**config.mk**
```make
export PLATFORM = sky130hd
export DESIGN_NAME = alarm_snooze_ctrl
export DESIGN_NICKNAME = d
export VERILOG_FILES = /design/src/rtl/alarm_pkg.sv /design/src/rtl/alarm_edge_det.sv /design/src/rtl/alarm_snooze_ctrl.sv
export SDC_FILE = /design/constraint.sdc
export NUM_CORES = 1
export LEC_CHECK = 0
export CORE_ASPECT_RATIO = 1.4
export CORE_MARGIN = 1.5
export CORE_UTILIZATION = 48
export CTS_BUF_LIST = sky130_fd_sc_hd__clkbuf_8
export CTS_CLUSTER_SIZE = 25
export DETAILED_ROUTE_END_ITERATION = 10
export PLACE_DENSITY = 0.87
export SLEW_MARGIN = 10
export SYNTH_ARGS = -nofsm -noshare
export SYNTH_HDL_FRONTEND = slang
export SYNTH_SLANG_ARGS = --single-unit
```
**constraint.sdc**
```tcl
create_clock -name Clock_1Sec -period 1.9 [get_ports Clock_1Sec]
set_clock_uncertainty 0.1 [all_clocks]
set_input_delay 0.475 -clock Clock_1Sec [delete_from_list [all_inputs] [get_ports Clock_1Sec]]
set_output_delay 0.475 -clock Clock_1Sec [all_outputs]
set_load 0.1 [all_outputs]
```
**src/rtl/alarm_pkg.sv**
```systemverilog
// Shared alarm definitions: annunciator state encoding and default timing constants.
package alarm_pkg;

    typedef enum logic [1:0] {
        IDLE   = 2'd0,
        RING   = 2'd1,
        SNOOZE = 2'd2,
        DONE   = 2'd3
    } alm_state_t;

    localparam int RING_SECS_D   = 60;
    localparam int SNOOZE_SECS_D = 540;
    localparam int MAX_SNOOZE_D  = 3;

endpackage

```
**src/rtl/alarm_edge_det.sv**
```systemverilog
// One-bit rising-edge detector. The history register resets to RST_VAL so a
// level that is already high when reset releases can be treated as "seen".
module alarm_edge_det #(
    parameter logic RST_VAL = 1'b0
) (
    input  logic Clock_1Sec,
    input  logic Reset,
    input  logic level,
    output logic rise
);

    logic level_q;

    // Remember the previous level to detect a low-to-high transition.
    always_ff @(posedge Clock_1Sec) begin
        if (Reset) level_q <= RST_VAL;
        else       level_q <= level;
    end

    assign rise = level & ~level_q;

endmodule

```
**src/rtl/alarm_snooze_ctrl.sv**
```systemverilog
// Alarm annunciator: drives the buzzer with a 1 s on / 1 s off pattern,
// supports a bounded number of snoozes and auto-offs after a ring timeout.
//
// state  | meaning
// IDLE   | waiting for a new alarm rising edge while enabled
// RING   | buzzer toggling, Remaining counts down the ring episode
// SNOOZE | buzzer silent, Remaining counts down to the next ring
// DONE   | episode finished; held until Alarm drops so the same minute cannot re-trigger
module alarm_snooze_ctrl
    import alarm_pkg::*;
#(
    parameter int RING_SECS   = RING_SECS_D,
    parameter int SNOOZE_SECS = SNOOZE_SECS_D,
    parameter int MAX_SNOOZE  = MAX_SNOOZE_D,
    parameter int TIMER_W     = 10
) (
    input  logic               Clock_1Sec,
    input  logic               Reset,
    input  logic               Alarm,
    input  logic               AlarmEnable,
    input  logic               SnoozeBtn,
    input  logic               StopBtn,
    output logic               Buzzer,
    output logic               Ringing,
    output logic               Snoozing,
    output logic [1:0]         SnoozeCnt,
    output logic [TIMER_W-1:0] Remaining
);

    localparam logic [TIMER_W-1:0] RING_LOAD   = TIMER_W'(RING_SECS - 1);
    localparam logic [TIMER_W-1:0] SNOOZE_LOAD = TIMER_W'(SNOOZE_SECS - 1);
    localparam logic [1:0]         SNOOZE_MAX  = 2'(MAX_SNOOZE);

    alm_state_t         state, state_n;
    logic [TIMER_W-1:0] remaining_n;
    logic [1:0]         snooze_cnt_n;
    logic               buzzer_n;
    logic               alm_rise, snz, stp;

    // Alarm history resets high so an Alarm already asserted at reset release does not ring.
    alarm_edge_det #(.RST_VAL(1'b1)) u_alarm_edge (
        .Clock_1Sec (Clock_1Sec),
        .Reset      (Reset),
        .level      (Alarm),
        .rise       (alm_rise)
    );

    alarm_edge_det #(.RST_VAL(1'b0)) u_snooze_edge (
        .Clock_1Sec (Clock_1Sec),
        .Reset      (Reset),
        .level      (SnoozeBtn),
        .rise       (snz)
    );

    alarm_edge_det #(.RST_VAL(1'b0)) u_stop_edge (
        .Clock_1Sec (Clock_1Sec),
        .Reset      (Reset),
        .level      (StopBtn),
        .rise       (stp)
    );

    // State, timer, snooze count and all outputs update together so status flags carry no extra latency.
    always_ff @(posedge Clock_1Sec) begin
        if (Reset) begin
            state     <= IDLE;
            Remaining <= '0;
            SnoozeCnt <= 2'd0;
            Buzzer    <= 1'b0;
            Ringing   <= 1'b0;
            Snoozing  <= 1'b0;
        end else begin
            state     <= state_n;
            Remaining <= remaining_n;
            SnoozeCnt <= snooze_cnt_n;
            Buzzer    <= buzzer_n;
            Ringing   <= (state_n == RING);
            Snoozing  <= (state_n == SNOOZE);
        end
    end

    // Next-state logic; priority is enable loss, then stop, then snooze, then timer expiry.
    always_comb begin
        state_n      = state;
        remaining_n  = Remaining;
        snooze_cnt_n = SnoozeCnt;
        buzzer_n     = 1'b0;

        unique case (state)
            IDLE: begin
                remaining_n = '0;
                if (alm_rise && AlarmEnable) begin
                    state_n     = RING;
                    remaining_n = RING_LOAD;
                    buzzer_n    = 1'b1;
                end
            end

            RING: begin
                if (!AlarmEnable || stp) begin
                    state_n     = DONE;
                    remaining_n = '0;
                end else if (snz && (SnoozeCnt < SNOOZE_MAX)) begin
                    state_n      = SNOOZE;
                    snooze_cnt_n = SnoozeCnt + 2'd1;
                    remaining_n  = SNOOZE_LOAD;
                end else if (Remaining == '0) begin
                    state_n = DONE;
                end else begin
                    remaining_n = Remaining - 1'b1;
                    buzzer_n    = ~Buzzer;
                end
            end

            SNOOZE: begin
                if (!AlarmEnable || stp) begin
                    state_n     = DONE;
                    remaining_n = '0;
                end else if (Remaining == '0) begin
                    state_n     = RING;
                    remaining_n = RING_LOAD;
                    buzzer_n    = 1'b1;
                end else begin
                    remaining_n = Remaining - 1'b1;
                end
            end

            DONE: begin
                remaining_n = '0;
                if (!Alarm) begin
                    state_n      = IDLE;
                    snooze_cnt_n = 2'd0;
                end
            end

            default: begin
                state_n      = IDLE;
                remaining_n  = '0;
                snooze_cnt_n = 2'd0;
            end
        endcase
    end

endmodule

```
# Word-level counts from Yosys, hierarchy flattened

Cells that the tools add are included.

Register bits after elaboration: 20
Bits of input ports: 6
Output and inout port bits: 15
Logic and storage cells: 62

$add $sub $neg: 2
Order comparisons: 1
Eq/ne operators: 9
Muxes and demuxes: 26
Bitwise operators: 7
Reductions and logical operators: 8

Operators by type and width:

| kind                  | number |
|---|---|
| $mux 10               | 5 |
| $pmux 10 s4           | 1 |
| $mux 2                | 10 |
| $logic_not 10->1      | 1 |
| $sub 10x1->10 const B | 1 |
| $pmux 2 s4            | 1 |
| $eq 2x2->1 const B    | 3 |
| $mux 1                | 6 |
| $mux 6                | 1 |
| $ne 2x2->1 const B    | 3 |
| $eq 2x1->1 const B    | 2 |
| $ne 4x4->1 const B    | 1 |
| $not 1->1             | 4 |
| $pmux 2 s2            | 1 |
| $reduce_and 4->1      | 1 |
| $and 1x1->1           | 3 |
| $pmux 1 s3            | 1 |
| $add 2x1->2 const B   | 1 |
| $logic_and 1x1->1     | 2 |
| $logic_not 2->1       | 1 |
| $lt 2x2->1 const B    | 1 |
| $reduce_bool 2->1     | 1 |
| $logic_not 1->1       | 1 |
| $logic_or 1x1->1      | 1 |

# Depth between registers and ports, before layout

Gate-level depths: netlist (run 1).

Depth after elaboration: 7
Gate-level depth with buffers: 7
Gate-level depth less buffers: 7

# By module

From an unflattened synthesis (run 1), not the netlist that was laid out.

Cell total of the unflattened synthesis: 127
Area total of the unflattened synthesis: 1,123.6 um^2

Modules (own cells, without submodules):

| module                             | times used | cells each | area each (um^2) |
|---|---|---|---|
| alarm_snooze_ctrl                  | 1          | 118        | 996.0 |
| alarm_edge_det (u_snooze_edge ...) | 2          | 3          | 47.5 |
| alarm_edge_det (u_alarm_edge)      | 1          | 3          | 32.5 |

# Least setup slack after synthesis (run 1)

OpenSTA, ideal clock, no wires.

Kind: register to register
Start point: register Remaining[0]
End point: register Ringing
Library setup time: 116 ps
Arrival: 2,232 ps
Required time: 1,684 ps
Slack: -548 ps
Stages on the path, launching flop included: 8
Path buffers: 0
Cell sequence: dfxtp_1 -> inv_1 -> ha_1 -> nand2b_1 -> nor4_4 -> nand2_1 -> or3b_1 -> and3_1

Longest elaborated chain between the ends: 6
Elaborated cells on any way between the ends: 8
Those cells by class: 1 x eq/ne; 6 x mux; 1 x reduce/logical

Ends and longest elaborated chain:

| item                     | line                                               | source |
|---|---|---|
| start: declaration       | alarm_snooze_ctrl.sv:27                            | `output logic [TIMER_W-1:0] Remaining` |
| start signal: assignment | alarm_snooze_ctrl.sv:73                            | `Remaining <= remaining_n;` |
| $logic_not 10->1 (*)     | alarm_snooze_ctrl.sv:106, alarm_snooze_ctrl.sv:118 |  |
| $mux 2                   | alarm_snooze_ctrl.sv:106                           | `end else if (Remaining == '0) begin` |
| $mux 2                   | alarm_snooze_ctrl.sv:102                           | `end else if (snz && (SnoozeCnt < SNOOZE_MAX)) begin` |
| $mux 2                   | alarm_snooze_ctrl.sv:99                            | `if (!AlarmEnable \|\| stp) begin` |
| $pmux 2 s4 (*)           | alarm_snooze_ctrl.sv:88                            | `unique case (state)` |
| $eq 2x1->1 (*)           | alarm_snooze_ctrl.sv:76                            | `Ringing <= (state_n == RING);` |
| end signal: assignment   | alarm_snooze_ctrl.sv:76                            |  |
| end: declaration         | alarm_snooze_ctrl.sv:24                            | `output logic Ringing,` |

Mark *: on every way between the ends. The rest lies on a longest branch, timed or not.
A chain may end at the register's enable or synchronous reset.

# Worst setup path after layout (run 1)

Start point: register Remaining[8]
End point: register Remaining[4]

Longest elaborated chain between the ends: 4
Elaborated cells on any way between the ends: 5
Those cells by class: 1 x eq/ne; 3 x mux; 1 x reduce/logical

Ends and longest elaborated chain:

| item                 | line                                               | source |
|---|---|---|
| $logic_not 10->1 (*) | alarm_snooze_ctrl.sv:106, alarm_snooze_ctrl.sv:118 |  |
| $mux 10              | alarm_snooze_ctrl.sv:118                           | `end else if (Remaining == '0) begin` |
| $mux 10              | alarm_snooze_ctrl.sv:115                           | `if (!AlarmEnable \|\| stp) begin` |
| $pmux 10 s4          | alarm_snooze_ctrl.sv:88                            |  |

Marked as above.

==> results of run 1 <==
cell type report:
type                    instances  area [um^2]
multi-input cells             113          791
repair buffers                 53          607
flip-flops and latches         20          440
fillers                       136          432
clock buffers                   4         55.1
well taps                      23         28.8
inverters                       3         11.3
layer usage:
| metal | GRT usage, % | part of all wire, % |
|---|---|---|
| met1 | 26.1 | 36 |
| met2 | 54.0 | 57 |
| met3 | 3.52 | 3.5 |
| met4 | 16.4 | 3.8 |
| met5 | 0 | 0 |
worst max-delay path, cell delays in order (launching register included):
cell	delay [ns]
dfxtp_4	0.34
or3_4	0.41
or4_4	0.61
or2_0	0.24
nand2_1	0.08
a21oi_1	0.05
kinds of logic (layout without fill, tap and decap cells):
| kind of cell | count (synthesis) | in the layout |
|---|---|---|
| AO/OA/AOI/OAI | 32 | 32 |
| buffers and inverters | 7 | 60 |
| adder cells (fa/ha/maj) | 2 | 2 |
| flip-flops | 20 | 20 |
| AND/OR/NAND/NOR | 74 | 74 |
| multiplexers | 1 | 1 |
| XOR/XNOR | 4 | 4 |
state kept, by name (all words and copies together) (netlist names):
register               flops
u_snooze_edge.level_q      1
u_stop_edge.level_q        1
state                      2
Remaining                 10
Snoozing                   1
Buzzer                     1
u_alarm_edge.level_q       1
Ringing                    1
SnoozeCnt                  2
cell usage in the layout (no fill, tap or decap), types with 3 or more instances in the layout:
cell type	Yosys	final
a21oi_1	14	13
dfxtp_4	0	10
clkbuf_8	0	4
nor2_1	12	10
dfxtp_1	20	8
o21ai_1	2	3
nor2b_1	4	4
inv_1	3	3
nor3_1	5	5
and3_1	3	3
nand3b_1	3	3
nand2_1	16	15
buf_4	0	32
buf_12	0	15
nand4_1	3	3
o21ai_0	7	4
clkdlybuf4s50_1	0	3
power by group:
| group | switching (mW) | internal (mW) |
|---|---|---|
| clock network | 0.155 | 0.185 |
| logic | 0.340 | 0.250 |
| registers | 0.0295 | 0.435 |
| total | 0.524 | 0.870 |
worst min-delay path by stage:
| stage | end | slack [ns] | depth (start not counted) |
|---|---|---|---|
| global route | u_snooze_edge.level_q | 0.44 | 2 |
| floorplan | Remaining[9] | 0.42 | 3 |
| detailed placement | Remaining[2] | 0.42 | 2 |
| finish | u_snooze_edge.level_q | 0.43 | 2 |
| CTS | Remaining[2] | 0.43 | 2 |
| global placement | Remaining[1] | 0.40 | 2 |
what timing repair did:
action	4_1_cts	5_1_grt
gates resized for setup	4	11
hold buffers	0	0
setup endpoints to repair	12	15
setup buffers	0	2
endpoints found under the hold margin	0	0
pin swaps	1	5
stage by stage:
step                worst slack, ns  area (um^2)  std cells  util, %
floorplan                    -0.141         1230        140        -
global placement             -0.359         1810        210     76.7
detailed placement           -0.412         1810        210     76.7
CTS                         -0.0313         1880        214     79.6
global route                -0.0739         1930        216     81.7
finish                      -0.0504         1930        216     81.7
==> results_dict.tcl, run 1 <==
set metrics [dict create \
    num_antenna_cells 0 \
    synth.distinct_cells 46 \
    antenna_found_initial 0 \
    dp.final_hpwl_mm 2.67 \
    cellPowerDensity_mw_per_mm2 722 \
    vias_per_cell 6.05 \
    hp-start "SnoozeBtn" \
    first_global_vias 1328 \
    cts_tree "done" \
    vias 1307 \
    synth_edf_count 0 \
    routedWlPerCell_um 17.7 \
    ys_top_cells_by_area "dfxtp_1 (34%), a21oi_1 (6.0%), nand2_1 (5.1%)" \
    fp.dieArea_mm2 0.00276 \
    synth_common_cells "dfxtp_1 (20), nand2_1 (16), a21oi_1 (14), nor2_1 (12), o21ai_0 (7)" \
    r2r_start "Remaining[8]" \
    grt_overflow 0 \
    leakage_nw 0.803 \
    yosysTopAreaCellShare_pct 34.0 \
    crit_type "flop to flop" \
    synth_nets 148 \
    async_reset_ff_share_pct 0 \
    area_delta_synth_final_pct 64.4 \
    status "complete, but fails checks" \
    finalCritPeriodShare_pct 103 \
    yosysSeqAreaShare_pct 34.0 \
    drive_gt1_share_pct 46.1 \
    end_kind "flop" \
    synth_compound_area_share_pct 16.7 \
    core_mm2 0.00236 \
    cts_made_buffers 3 \
    antenna_left 0 \
    grtUsageTotal_pct 27.4 \
    drcViolationCount 0 \
    synthMuxAreaShare_pct 0.851 \
    report.final.slew_viol_count 0 \
    startpoint_type "flop" \
    maxCapViolations 0 \
    hold_violations 0 \
    max_freq_ghz 0.513 \
    yosysMostFrequentCell "dfxtp_1" \
    grt_pass1_wl_mm 5.51 \
    tns_ns -0.168 \
    arrival_ns 2.00 \
    synth_xor_area_share_pct 2.98 \
    root_buffer "clkbuf_8" \
    grt_max_degree 12 \
    yosys.area_share.simple_pct 40.0 \
    io_pins 21 \
    syn_area_per_cell_um2 8.40 \
    hold_ws_ns 0.429 \
    cp_max_fo 5 \
    startpoint "Remaining[8]" \
    place.gp.congestion 0.982 \
    synth-seq-cells 20 \
    die_w_um 44.8 \
    synth_fa_ha_area_share_pct 2.13 \
    portBuffers 20 \
    htree_levels 1 \
    drt_pass1_iterations 5 \
    clockBufferDepth 2 \
    clock_latency_ns 0.27 \
    vdd_ir_drop_max_mv 0.708 \
    cts_sinks 20 \
    final_nets 202 \
    synth_warnings 0 \
    path_clk_slew_ns 0.08 \
    rr_endpoint "Remaining[4]" \
    r2r_cells 5 \
    syn-cell-area_mm2 0.00118 \
    yosysTopAreaCell "dfxtp_1" \
    rsz0062_at_grt "true" \
    rows 21 \
    syn_inst 140 \
    fin_crit_ns 1.95 \
    power_mw 1.39 \
    synthFlopType "dfxtp_1" \
    hp-class "input port to flop" \
    violations "negative setup slack" \
    synth_top_family_by_area "simple AND/OR/NAND/NOR gates" \
    worstPathRequired_ns 1.95 \
    drtIter0Drc 41 \
    initial_utilization_pct 49.7 \
    r2r_setup_slack_ns -0.05 \
    wl_mm 3.82 \
    setup.worst_path.end "Remaining[4]" \
    worst_slew_pin_slew_ns 0.412 \
    die_h_um 61.6 \
    fin_ws_ns -0.0504 \
    maxSlewHeadroom_pct 72.5 \
    setup_viol 6 \
]
Note: power is estimated with default switching activity, not from simulation.
==> run 2: changes to the inputs <==
Settings changed: GPL_TIMING_DRIVEN set to 0.
==> run 2 against run 1 <==
  * The flow still finishes with violations (negative setup slack)
  * First-iteration DRC count decreased by 20%
  * Non-clock buffer count down 20
  * Via count fell by 5.0%
  * Worst hold slack worse by 0.12 ns
  * Critical endpoint is now Ringing
==> results_dict.tcl, run 2 (same netlist as run 1, synthesis figures left out) <==
set metrics [dict create \
    setup_viol 5 \
    hold_ws_ns 0.314 \
    routedWlPerCell_um 18.3 \
    r2r_setup_slack_ns -0.05 \
    hp-class "input port to flop" \
    hp-start "Reset" \
    vias 1241 \
    vdd_ir_drop_max_mv 0.547 \
    cellPowerDensity_mw_per_mm2 763 \
    clockBufferDepth 2 \
    dp.final_hpwl_mm 2.26 \
    drt_pass1_iterations 4 \
    cts_tree "done" \
    cts_sinks 20 \
    maxCapViolations 0 \
    die_w_um 44.8 \
    final_cells 196 \
    io_pins 21 \
    critPathSlowestCell "or3_4" \
    report.final.slew_viol_count 0 \
    antenna_left 0 \
    drive_gt1_share_pct 39.9 \
    antenna_found_initial 0 \
    finalCritPeriodShare_pct 103 \
    final_nets 182 \
    die_h_um 61.6 \
    arrival_ns 2.01 \
    worstPathRequired_ns 1.96 \
    hold_end "u_snooze_edge.level_q" \
    layout_common_cells "nand2_1 (15), clkdlybuf4s15_2 (15), a21oi_1 (13)" \
    place_inst 182 \
    path_clk_slew_ns 0.08 \
    initial_utilization_pct 49.7 \
    startpoint_type "flop" \
    clock_latency_ns 0.27 \
    htree_levels 1 \
    worst_slew_pin_slew_ns 0.579 \
    r2r_cells 5 \
    cts_made_buffers 3 \
    status "complete, but fails checks" \
    core_mm2 0.00236 \
    first_global_vias 1210 \
    num_antenna_cells 0 \
    end_kind "flop" \
    grt_max_degree 12 \
    r2r_start "Remaining[7]" \
    leakage_nw 0.645 \
    wl_mm 3.58 \
    grt_pass1_wl_mm 5.07 \
    max_freq_ghz 0.513 \
    area_delta_synth_final_pct 41.6 \
    drcViolationCount 0 \
    power_mw 1.27 \
    critical_path.max_stage_delay_ns 0.41 \
    maxSlewHeadroom_pct 61.1 \
    rsz0062_at_grt "true" \
    largest_reg_flops 10 \
    fp.dieArea_mm2 0.00276 \
    hold_violations 0 \
    fin_crit_ns 1.95 \
    place.gp.congestion 0.902 \
    crit_type "flop to flop" \
    fin_ws_ns -0.0501 \
    min_delay_path_depth 2 \
    tns_ns -0.124 \
    portBuffers 19 \
    reg_top3 "Remaining (10), SnoozeCnt (2), state (2)" \
    root_buffer "clkbuf_8" \
    top_register "Remaining" \
    vias_per_cell 6.33 \
    rows 21 \
    cp_max_fo 3 \
    grt_overflow 0 \
    worstPathCellList "or3_4 -> nor4_4 -> nor4_2 -> or3b_1 -> and3_1" \
    grtUsageTotal_pct 25.3 \
    violations "negative setup slack" \
    drtIter0Drc 33 \
    rr_endpoint "Ringing" \
]
[run 2: where the power goes]
part           switching [mW]  leakage (nW)  internal (mW)
Sequential             0.0265         0.172          0.435
Clock                   0.151        0.0269          0.144
Combinational           0.333         0.446          0.181
Total                   0.511         0.645          0.760
[run 2: per-stage QoR]
stage               setup WS, ns  utilization, %  cell area, um^2
finish                   -0.0501            70.4             1670
global route              -0.110            70.4             1670
CTS                      -0.0668            67.3             1590
detailed placement        -0.484            61.3             1450
global placement          -0.504            61.3             1450
floorplan                 -0.141               -             1230
[run 2: how the worst max path moves through the flow]
stage | end | startpoint | slack (ns) | depth (start not counted)
after global routing | Ringing | Remaining[7] | -0.11 | 5
after floorplan | Ringing | Remaining[5] | -0.14 | 5
final | Ringing | Remaining[7] | -0.05 | 5
after global placement | Ringing | SnoozeBtn | -0.50 | 6
after CTS | Ringing | Remaining[5] | -0.07 | 5
after detailed placement | SnoozeCnt[0] | SnoozeBtn | -0.48 | 6
[run 2: routing by layer]
layer,part of all wire (%),GRT usage [%],wire (um),vias up
met2,55,46.2,1970,48
met5,0,0,0,-
li1,-,-,-,570
met4,4.3,17.2,153,0
met1,37,25.8,1310,603
met3,4.2,4.11,149,20
[run 2: worst max-delay path, delay by kind of cell, from the launching register on]
kind | cells | cell delay (ns)
and+or+nand+nor | 5 | 1.40
DFF | 1 | 0.35
[run 2: what timing repair did]
item / 4_1_cts / 5_1_grt
setup endpoints to repair: 30 / 15
hold buffers: 0 / 0
pin swaps: 5 / 6
resized for setup: 53 / 12
setup buffers: 7 / 4
[run 2: final cells by class]
type | instances | area [um^2]
Multi-Input combinational cell | 113 | 813
Fill cell | 178 | 699
Sequential cell | 20 | 440
Timing Repair Buffer | 30 | 303
Clock buffer | 3 | 41.3
Tap cell | 23 | 28.8
Buffer | 3 | 23.8
Inverter | 3 | 11.3
Clock inverter | 1 | 3.75
==> run 3: changes to the inputs <==
Settings changed: GPL_TIMING_DRIVEN 0 to not set.
==> results of run 3 <==
The final DEF is identical to that of run 1; final timing and power are the same.
